--- src/rtl/seq_detect_ctrl.sv ---
// seq_detect_ctrl
//   Programmable serial pattern-detection controller. The host loads a
//   pattern, its length, a match target and an overlap mode while IDLE,
//   then arms a run with start. During RUN each qualified serial bit is
//   shifted into a history register. A match is reported with a one-cycle
//   detect pulse and counted in match_cnt. The controller halts when the
//   target count is reached. A target of 0 means run forever.
//
// Ports
//   clk, rst_n      : clock (rising edge), asynchronous active-low reset
//   cfg_valid       : config write request, accepted when cfg_ready is high
//   cfg_ready       : high in IDLE
//   cfg_pattern     : pattern; bit [len-1] is received first, bit [0] last
//   cfg_len         : pattern length; 0 or >PAT_W is taken as PAT_W
//   cfg_target      : matches before halt (0 = never halt)
//   cfg_overlap     : 1 = a match suffix may begin the next match
//   start           : arm a run (IDLE) / acknowledge halt (HALT)
//   abort           : leave RUN/HALT immediately
//   seq_valid, seq  : qualified serial input bit
//   detect          : registered one-cycle match pulse
//   match_cnt       : saturating match count of the current/last run
//   busy / done     : registered RUN / HALT indicators
module seq_detect_ctrl #(
    parameter int PAT_W = 4,
    parameter int CNT_W = 8,
    parameter int LEN_W = $clog2(PAT_W + 1)
) (
    input  logic             clk,
    input  logic             rst_n,
    input  logic             cfg_valid,
    output logic             cfg_ready,
    input  logic [PAT_W-1:0] cfg_pattern,
    input  logic [LEN_W-1:0] cfg_len,
    input  logic [CNT_W-1:0] cfg_target,
    input  logic             cfg_overlap,
    input  logic             start,
    input  logic             abort,
    input  logic             seq_valid,
    input  logic             seq,
    output logic             detect,
    output logic [CNT_W-1:0] match_cnt,
    output logic             busy,
    output logic             done
);

    typedef enum logic [1:0] {
        S_IDLE = 2'd0,
        S_RUN  = 2'd1,
        S_HALT = 2'd2
    } state_t;

    localparam logic [PAT_W-1:0] PAT_RST = (PAT_W >= 4) ? PAT_W'(4'b1001) : '0;
    localparam logic [LEN_W-1:0] LEN_RST = (PAT_W >= 4) ? LEN_W'(4) : LEN_W'(PAT_W);
    localparam logic [LEN_W-1:0] LEN_MAX = LEN_W'(PAT_W);

    state_t state, state_nxt;

    logic [PAT_W-1:0] pat_q;
    logic [LEN_W-1:0] len_q;
    logic [CNT_W-1:0] tgt_q;
    logic             ovl_q;

    // Only the newest PAT_W-1 bits are stored; the incoming bit completes
    // the PAT_W-bit window that is compared against the pattern.
    logic [PAT_W-2:0] hist_q;
    logic [LEN_W-1:0] fill_q;

    logic [PAT_W-1:0] hist_nxt;
    logic [PAT_W-1:0] len_mask;
    logic [PAT_W-1:0] ones;
    logic [LEN_W-1:0] fill_inc;
    logic [CNT_W-1:0] cnt_inc;
    logic             shift_en;
    logic             pat_hit;
    logic             match;
    logic             hit_target;
    logic             run_start;
    logic             busy_nxt;
    logic             done_nxt;

    // ------------------------------------------------------------------
    // Match datapath
    // ------------------------------------------------------------------
    always_comb begin
        ones       = '1;
        hist_nxt   = {hist_q, seq};
        len_mask   = ~(ones << len_q);
        fill_inc   = (fill_q >= len_q) ? len_q : fill_q + LEN_W'(1);
        shift_en   = (state == S_RUN) && !abort && seq_valid;
        pat_hit    = ((hist_nxt ^ pat_q) & len_mask) == '0;
        match      = shift_en && (fill_inc >= len_q) && pat_hit;
        cnt_inc    = (&match_cnt) ? match_cnt : match_cnt + CNT_W'(1);
        hit_target = (tgt_q != '0) && (cnt_inc == tgt_q);
        run_start  = (state == S_IDLE) && start && !cfg_valid;
    end

    // ------------------------------------------------------------------
    // FSM: state register
    // ------------------------------------------------------------------
    always_ff @(posedge clk or negedge rst_n) begin
        if (!rst_n) begin
            state <= S_IDLE;
            busy  <= 1'b0;
            done  <= 1'b0;
        end else begin
            state <= state_nxt;
            busy  <= busy_nxt;
            done  <= done_nxt;
        end
    end

    // ------------------------------------------------------------------
    // FSM: next-state logic
    // ------------------------------------------------------------------
    always_comb begin
        state_nxt = state;
        case (state)
            S_IDLE: if (run_start) state_nxt = S_RUN;
            S_RUN: begin
                if (abort)                   state_nxt = S_IDLE;
                else if (match && hit_target) state_nxt = S_HALT;
            end
            S_HALT: if (start || abort) state_nxt = S_IDLE;
            default: state_nxt = S_IDLE;
        endcase
    end

    // ------------------------------------------------------------------
    // FSM: outputs (busy/done are decoded from the next state so that
    // their registered copies line up with the state register)
    // ------------------------------------------------------------------
    always_comb begin
        cfg_ready = (state == S_IDLE);
        busy_nxt  = (state_nxt == S_RUN);
        done_nxt  = (state_nxt == S_HALT);
    end

    // ------------------------------------------------------------------
    // Configuration registers: written only through the IDLE handshake
    // ------------------------------------------------------------------
    always_ff @(posedge clk or negedge rst_n) begin
        if (!rst_n) begin
            pat_q <= PAT_RST;
            len_q <= LEN_RST;
            tgt_q <= '0;
            ovl_q <= 1'b1;
        end else if ((state == S_IDLE) && cfg_valid) begin
            pat_q <= cfg_pattern;
            len_q <= ((cfg_len == '0) || (cfg_len > LEN_MAX)) ? LEN_MAX : cfg_len;
            tgt_q <= cfg_target;
            ovl_q <= cfg_overlap;
        end
    end

    // ------------------------------------------------------------------
    // Run datapath: history, fill level, detect pulse, match counter
    // ------------------------------------------------------------------
    always_ff @(posedge clk or negedge rst_n) begin
        if (!rst_n) begin
            hist_q    <= '0;
            fill_q    <= '0;
            detect    <= 1'b0;
            match_cnt <= '0;
        end else begin
            detect <= match;
            if (run_start) begin
                hist_q    <= '0;
                fill_q    <= '0;
                match_cnt <= '0;
            end else if (shift_en) begin
                hist_q <= hist_nxt[PAT_W-2:0];
                // Non-overlapping mode forces the next match to be built
                // entirely from fresh bits.
                fill_q <= (match && !ovl_q) ? '0 : fill_inc;
                if (match) match_cnt <= cnt_inc;
            end
        end
    end

endmodule
--- config.mk ---
export PLATFORM = sky130hd
export DESIGN_NAME = seq_detect_ctrl
export DESIGN_NICKNAME = d
export VERILOG_FILES = /design/src/rtl/seq_detect_ctrl.sv
export SDC_FILE = /design/constraint.sdc
export NUM_CORES = 1
export LEC_CHECK = 0
export CORE_ASPECT_RATIO = 2
export CORE_MARGIN = 4
export CORE_UTILIZATION = 50
export DETAILED_ROUTE_END_ITERATION = 10
export PLACE_DENSITY = 0.76
export SYNTH_ARGS = -nofsm -noshare
export SYNTH_HDL_FRONTEND = slang
export SYNTH_SLANG_ARGS = --single-unit
--- constraint.sdc ---
create_clock -name clk -period 4.6 [get_ports clk]
set_clock_uncertainty 0.15 [all_clocks]
set_input_delay 0.69 -clock clk [delete_from_list [all_inputs] [get_ports clk]]
set_output_delay 0.69 -clock clk [all_outputs]
set_load 0.05 [all_outputs]
==> key figures <==
Setup path
  • Worst path slowest cell: or3_1
  • R2R Path End: match_cnt[5]
  • CP peak stage delay: 0.46 ns
  • Critical Path RT: 4.61 ns
  • Critical Path Sink Type: flip-flop
  • CP top delay family: compound AO/OA/AOI/OAI gates
  • Critical path cell sequence: ha_1 > nand2b_1 > a21o_1 > a21oi_1 > nor2_1 > a21oi_1 > inv_1 > ha_1 > nand2_1 > o21ai_0 > o211ai_1 > or3_1 > nand3_1 > o21ai_0
  • Setup CP Type: flip-flop to flip-flop
  • Crit path DAT: 3.37 ns
  • Worst Setup EP: match_cnt[5]
  • Worst setup path startpoint: len_q[0]
  • Worst R2R Setup Slack: 1.24 ns
  • WP depth: 14
  • Crit path launch type: flip-flop
  • Worst Path Buf+Inv: 1
  • Critical Path Fanout Max: 8
  • R2R depth: 14
  • RR Startpoint: len_q[0]

Global routing
  • Largest net degree at the start of global routing: 36
  • Vias in the first global route: 1768
  • Total grt overflow: 0
  • First-pass GRT wire length: 7910 um
  • Gr usage total: 0.201
  • Initial antenna violation count: 0

Timing
  • Max-slew headroom: 0.473
  • Fmax: 297 MHz
  • Total negative setup slack: 0 ns
  • Max Slew Vio Count: 0
  • Tcrit/Tclk final: 0.731
  • Tmin final: 3.36 ns
  • Setup violators final: 0
  • RSZ-0062 raised after global routing: no
  • Slew @ Worst Pin: 0.779 ns
  • Endpoints failing hold: 0
  • Fin worst setup slack: 1.24 ns

Yosys
  • YS warnings: 0
  • Synth Register Bits: 35
  • Post-synth EDFFs: 0
  • Sequential element share of the synthesized area: 0.431
  • Mapped cell area: 2040 um2
  • Mapped Cells: 204
  • Synthesized area per cell: 10.0 um2
  • Async SR Flop Fraction: 1.00
  • Ys flop type: dfrtp_1
  • Syn nets: 236
  • Synth cell types: 46

Detailed routing
  • Routed wl met3: 153 um
  • Wire per inst: 15.7 um
  • Total Wirelength: 4580 um
  • DRC violations left: 0
  • Vias: 1684
  • Post-DRT Antenna Nets: 0
  • Pre-antenna DRT Iters: 4
  • Initial DRC count: 29
  • Max Used Layer: met4
  • Met2 Wirelength: 2730 um
  • Vias per inst: 5.79
  • M1 wire length: 1540 um

CTS
  • Clk sinks: 35
  • Post_cts resized: 0
  • CTS root buf: clkbuf_8
  • Htree depth: 2
  • CTS tree: done
  • Clock Pin Slew Worst Setup and Hold Paths: 0.07 ns
  • Clock tree buffer depth: 2
  • Cts bufs inserted: 5
  • Clk_lat worst skew: 0.28 ns
  • # hold bufs at CTS: 0
  • Post-CTS setup buffer count: 0

Placed design
  • Post-placement setup slack: 1.23 ns
  • Port buffer count: 34
  • DP HPWL: 3580 um
  • Gp weighted congestion: 0.940

Floorplanning
  • Die W: 53.2 um
  • Rows: 32
  • Total core area: 3880 um2
  • Die Y: 98.4 um
  • Starting density of the core: 0.526
  • Ports: 35
  • Die Footprint: 5240 um2

Pwr
  • Static Leak: 1.06 nW
  • Cell Pwr Density: 342 nW/um2
  • Sw Share: 0.305
  • VDD IR max: 285 uV
  • Clock power share: 0.281
  • Internal power: 0.595 mW
  • Reg power frac: 0.455
  • Comb pwr share: 0.263
  • Switch Pwr: 0.261 mW

Cells and area
  • Layout fillers: 352
  • Most frequent cells in the layout: clkdlybuf4s50_1, dfrtp_1, o21ai_0, mux2_2
  • Most common cell after layout, fill and taps aside: clkdlybuf4s50_1
  • Area Overhead vs Synth: 22.5%
  • Ant diodes: 0
  • Layout cell share with drive strength beyond 1: 0.138
  • # nets final: 271

Worst hold path
  • Hold depth: 2
  • Hold/Removal Path Class: flip-flop to flip-flop

Flow run
  • Max cap viols: 0

Outcome
  • Run status: finished clean
flip-flops by register name (all words and copies together), names as in the netlist:
signal and flops:
busy 1, detect 1, done 1, fill_q 3, hist_q 3, len_q 3
match_cnt 8, ovl_q 1, pat_q 4, state 2, tgt_q 8
cell type report:
type	count	area (um2)	area share
well taps	51	63.8	0.0255
repair buffers	36	355	0.142
multi-input cells	151	1070	0.426
inverters	10	37.5	0.0150
flip-flops and latches	35	881	0.352
clock buffers	8	100	0.0400
through the flow:
step | hold WS (ns) | total power, mW | std cells | instance area (um2) | utilization
finish | 0.386 | 0.856 | 291 | 2500 | 0.645
global route | 0.425 | 0.910 | 291 | 2500 | 0.645
CTS | 0.394 | 0.864 | 291 | 2500 | 0.645
detailed placement | 0.380 | 0.623 | 283 | 2400 | 0.619
global placement | 0.361 | 0.613 | 283 | 2400 | 0.619
floorplan | 0.244 | 0.543 | 204 | 2040 | -
Yosys cell counts, types with 3 or more instances:
library cell | count | area share
or3_1 | 6 | 0.018
a21oi_1 | 12 | 0.029
inv_1 | 10 | 0.018
and3_1 | 5 | 0.015
nor3_1 | 4 | 0.0098
nand3_1 | 12 | 0.029
ha_1 | 9 | 0.055
nor4b_1 | 3 | 0.013
nand2_1 | 10 | 0.018
nor2_1 | 12 | 0.022
dfstp_2 | 4 | 0.051
nand2b_1 | 4 | 0.012
dfrtp_1 | 31 | 0.38
nand4_1 | 3 | 0.0092
xor2_1 | 7 | 0.030
mux2_2 | 13 | 0.072
xnor2_1 | 4 | 0.017
o31ai_1 | 3 | 0.011
o21ai_0 | 15 | 0.037
clkbuf_1 | 3 | 0.0055
how the worst min path moves through the flow:
stage           endpoint  slack [ns]      start
2_1_floorplan       busy        0.24      rst_n
3_3_place_gp   hist_q[2]        0.36  hist_q[2]
3_5_place_dp   hist_q[2]        0.38  hist_q[2]
4_1_cts         len_q[2]        0.39   len_q[2]
5_1_grt        hist_q[2]        0.43  hist_q[2]
6_report        len_q[2]        0.39   len_q[2]
power by group through the flow:
stage,clock [mW],sequential (mW),combinational [mW]
floorplan,0,0.395,0.148
finish,0.241,0.390,0.225
global placement,0,0.395,0.218
CTS,0.246,0.391,0.227
detailed placement,0,0.397,0.226
global route,0.258,0.395,0.256
worst reg2reg max path: stages (launching register included):
cell and delay, ns:
dfrtp_1 0.43, ha_1 0.30, nand2b_1 0.14, a21o_1 0.17, a21oi_1 0.34, nor2_1 0.07
a21oi_1 0.17, inv_1 0.07, ha_1 0.29, nand2_1 0.05, o21ai_0 0.14, o211ai_1 0.29
or3_1 0.46, nand3_1 0.08, o21ai_0 0.09
metal layers:
metal | GRT usage | vias to the layer above
met4 | 0.0945 | 0
li1 | - | 810
met3 | 0.0303 | 15
met2 | 0.379 | 44
met1 | 0.199 | 815
met5 | 0 | -
kinds of logic after synthesis:
logic type | count (synthesis) | share of synthesized area
DFF | 35 | 0.431
buffers and inverters | 18 | 0.0477
xor gates and xnor gates | 11 | 0.0471
AOI/OAI and AO/OA | 43 | 0.130
adders and majority gates | 9 | 0.0551
and+or+nand+nor | 73 | 0.207
muxes | 15 | 0.0814
Power figures use the tool's default switching activity.
==> RTL edit (config.mk and constraints unchanged) <==
Set the parameter `PAT_W` to 8 (it was 4).
--- a/src/rtl/seq_detect_ctrl.sv
+++ b/src/rtl/seq_detect_ctrl.sv
@@ -23,3 +23,3 @@
 module seq_detect_ctrl #(
-    parameter int PAT_W = 4,
+    parameter int PAT_W = 8,
     parameter int CNT_W = 8,
Ports: changed (resized cfg_len and cfg_pattern); port bits go from 35 to 40. No check against the original RTL was run, so the function may have changed too.
==> RTL edit against the unedited design <==
Power increased by 15%; cell count up 21%; combinational power rose by 18%; synthesized area is 28% higher; die area is 25% higher; setup slack worse by 0.74 ns; sequential cell count rose by 10; final area increased by 24%; wire length up 32%; critical endpoint is now match_cnt[6].
==> RTL edit: results (changes against the unedited design) <==
Static Leak 1.28 nW (was 1.06 nW); Critical Path AT 4.14 ns (was 3.37 ns); Seq/Total Area, Yosys 0.432 (was 0.431); clkbuf count 6 (was 8); Clk Latency, worst-skew pair 0.30 ns (was 0.28 ns); post-detail-place hpwl 4640 um (was 3580 um); register area 1130 sq um (was 881 sq um); largest cells by area after synthesis dfrtp_1, mux2_2, ha_1 (unchanged); M1 GR Usage 0.201 (was 0.199); WL met2 3320 um (was 2730 um); Synth Area in XOR/XNOR 0.0502 (was 0.0471); CTS clock-pin slew for the worst setup and hold paths 0.09 ns (was 0.07 ns); slew of the pin with the lowest slew margin 1.01 ns (was 0.779 ns); multi-input logic area 1400 sq um (was 1070 sq um); Final #Nets 330 (was 271); clock network power share 0.239 (was 0.281); post-synthesis cell type count 53 (was 46); Worst R2R Setup Slack 0.50 ns (was 1.24 ns); Non-CTS inverters 5 (was 10); Seq group 0.000485 W (was 0.000390 W); Critical Path Max Stage Delay 0.70 ns (was 0.46 ns); fraction of area in registers 0.365 (was 0.352); DRT iter0 DRCs 116 (was 29); Clock-cell share 0.0267 (was 0.0400); status completed (unchanged); vias in the first global route 2188 (was 1768); # fillers 454 (was 352); I/O Buffers 39 (was 34); Post-Synth Adder-Cell Area 0.0478 (was 0.0551); peak supply drop 0.000305 V (was 0.000285 V); Vias/cell 6.18 (was 5.79); syn_nets 297 (was 236); routed length on met1 2100 um (was 1540 um); placed cell area 3010 sq um (was 2400 sq um); Psw 0.000301 W (was 0.000261 W); layout cells sized above 1 0.150 (was 0.138); multi-input gates 195 (was 151); global-route wire length before repair 9870 um (was 7910 um); biggest regs match_cnt x8, pat_q x8, tgt_q x8 (was match_cnt x8, tgt_q x8, pat_q x4)
RTL edit: cell count changes in the layout (fill, tap and decap cells not counted), moves of 5 or more:
cell,change
nand2_1,+16
dfrtp_1,+10
xnor2_1,+10
mux2_2,+6
o21ai_0,-6
xor2_1,-6
inv_1,-5
RTL edit: how the worst min path moves through the flow:
stage | cells past startpoint | to | start | slack, ns
detailed placement | 2 | hist_q[4] | hist_q[3] | 0.36
floorplan | 0 | busy | rst_n | 0.24
CTS | 2 | hist_q[4] | hist_q[3] | 0.38
global placement | 2 | hist_q[6] | hist_q[6] | 0.35
finish | 2 | hist_q[4] | hist_q[3] | 0.37
global route | 2 | hist_q[4] | hist_q[3] | 0.40
RTL edit: stage by stage:
stage                     std cells  setup WS (ns)  power (W)
after global routing            351          0.261    0.00105
after global placement          343          0.537   0.000749
after CTS                       351          0.460   0.000997
after floorplan                 259          0.785   0.000670
after detailed placement        343          0.466   0.000760
final                           351          0.498   0.000986
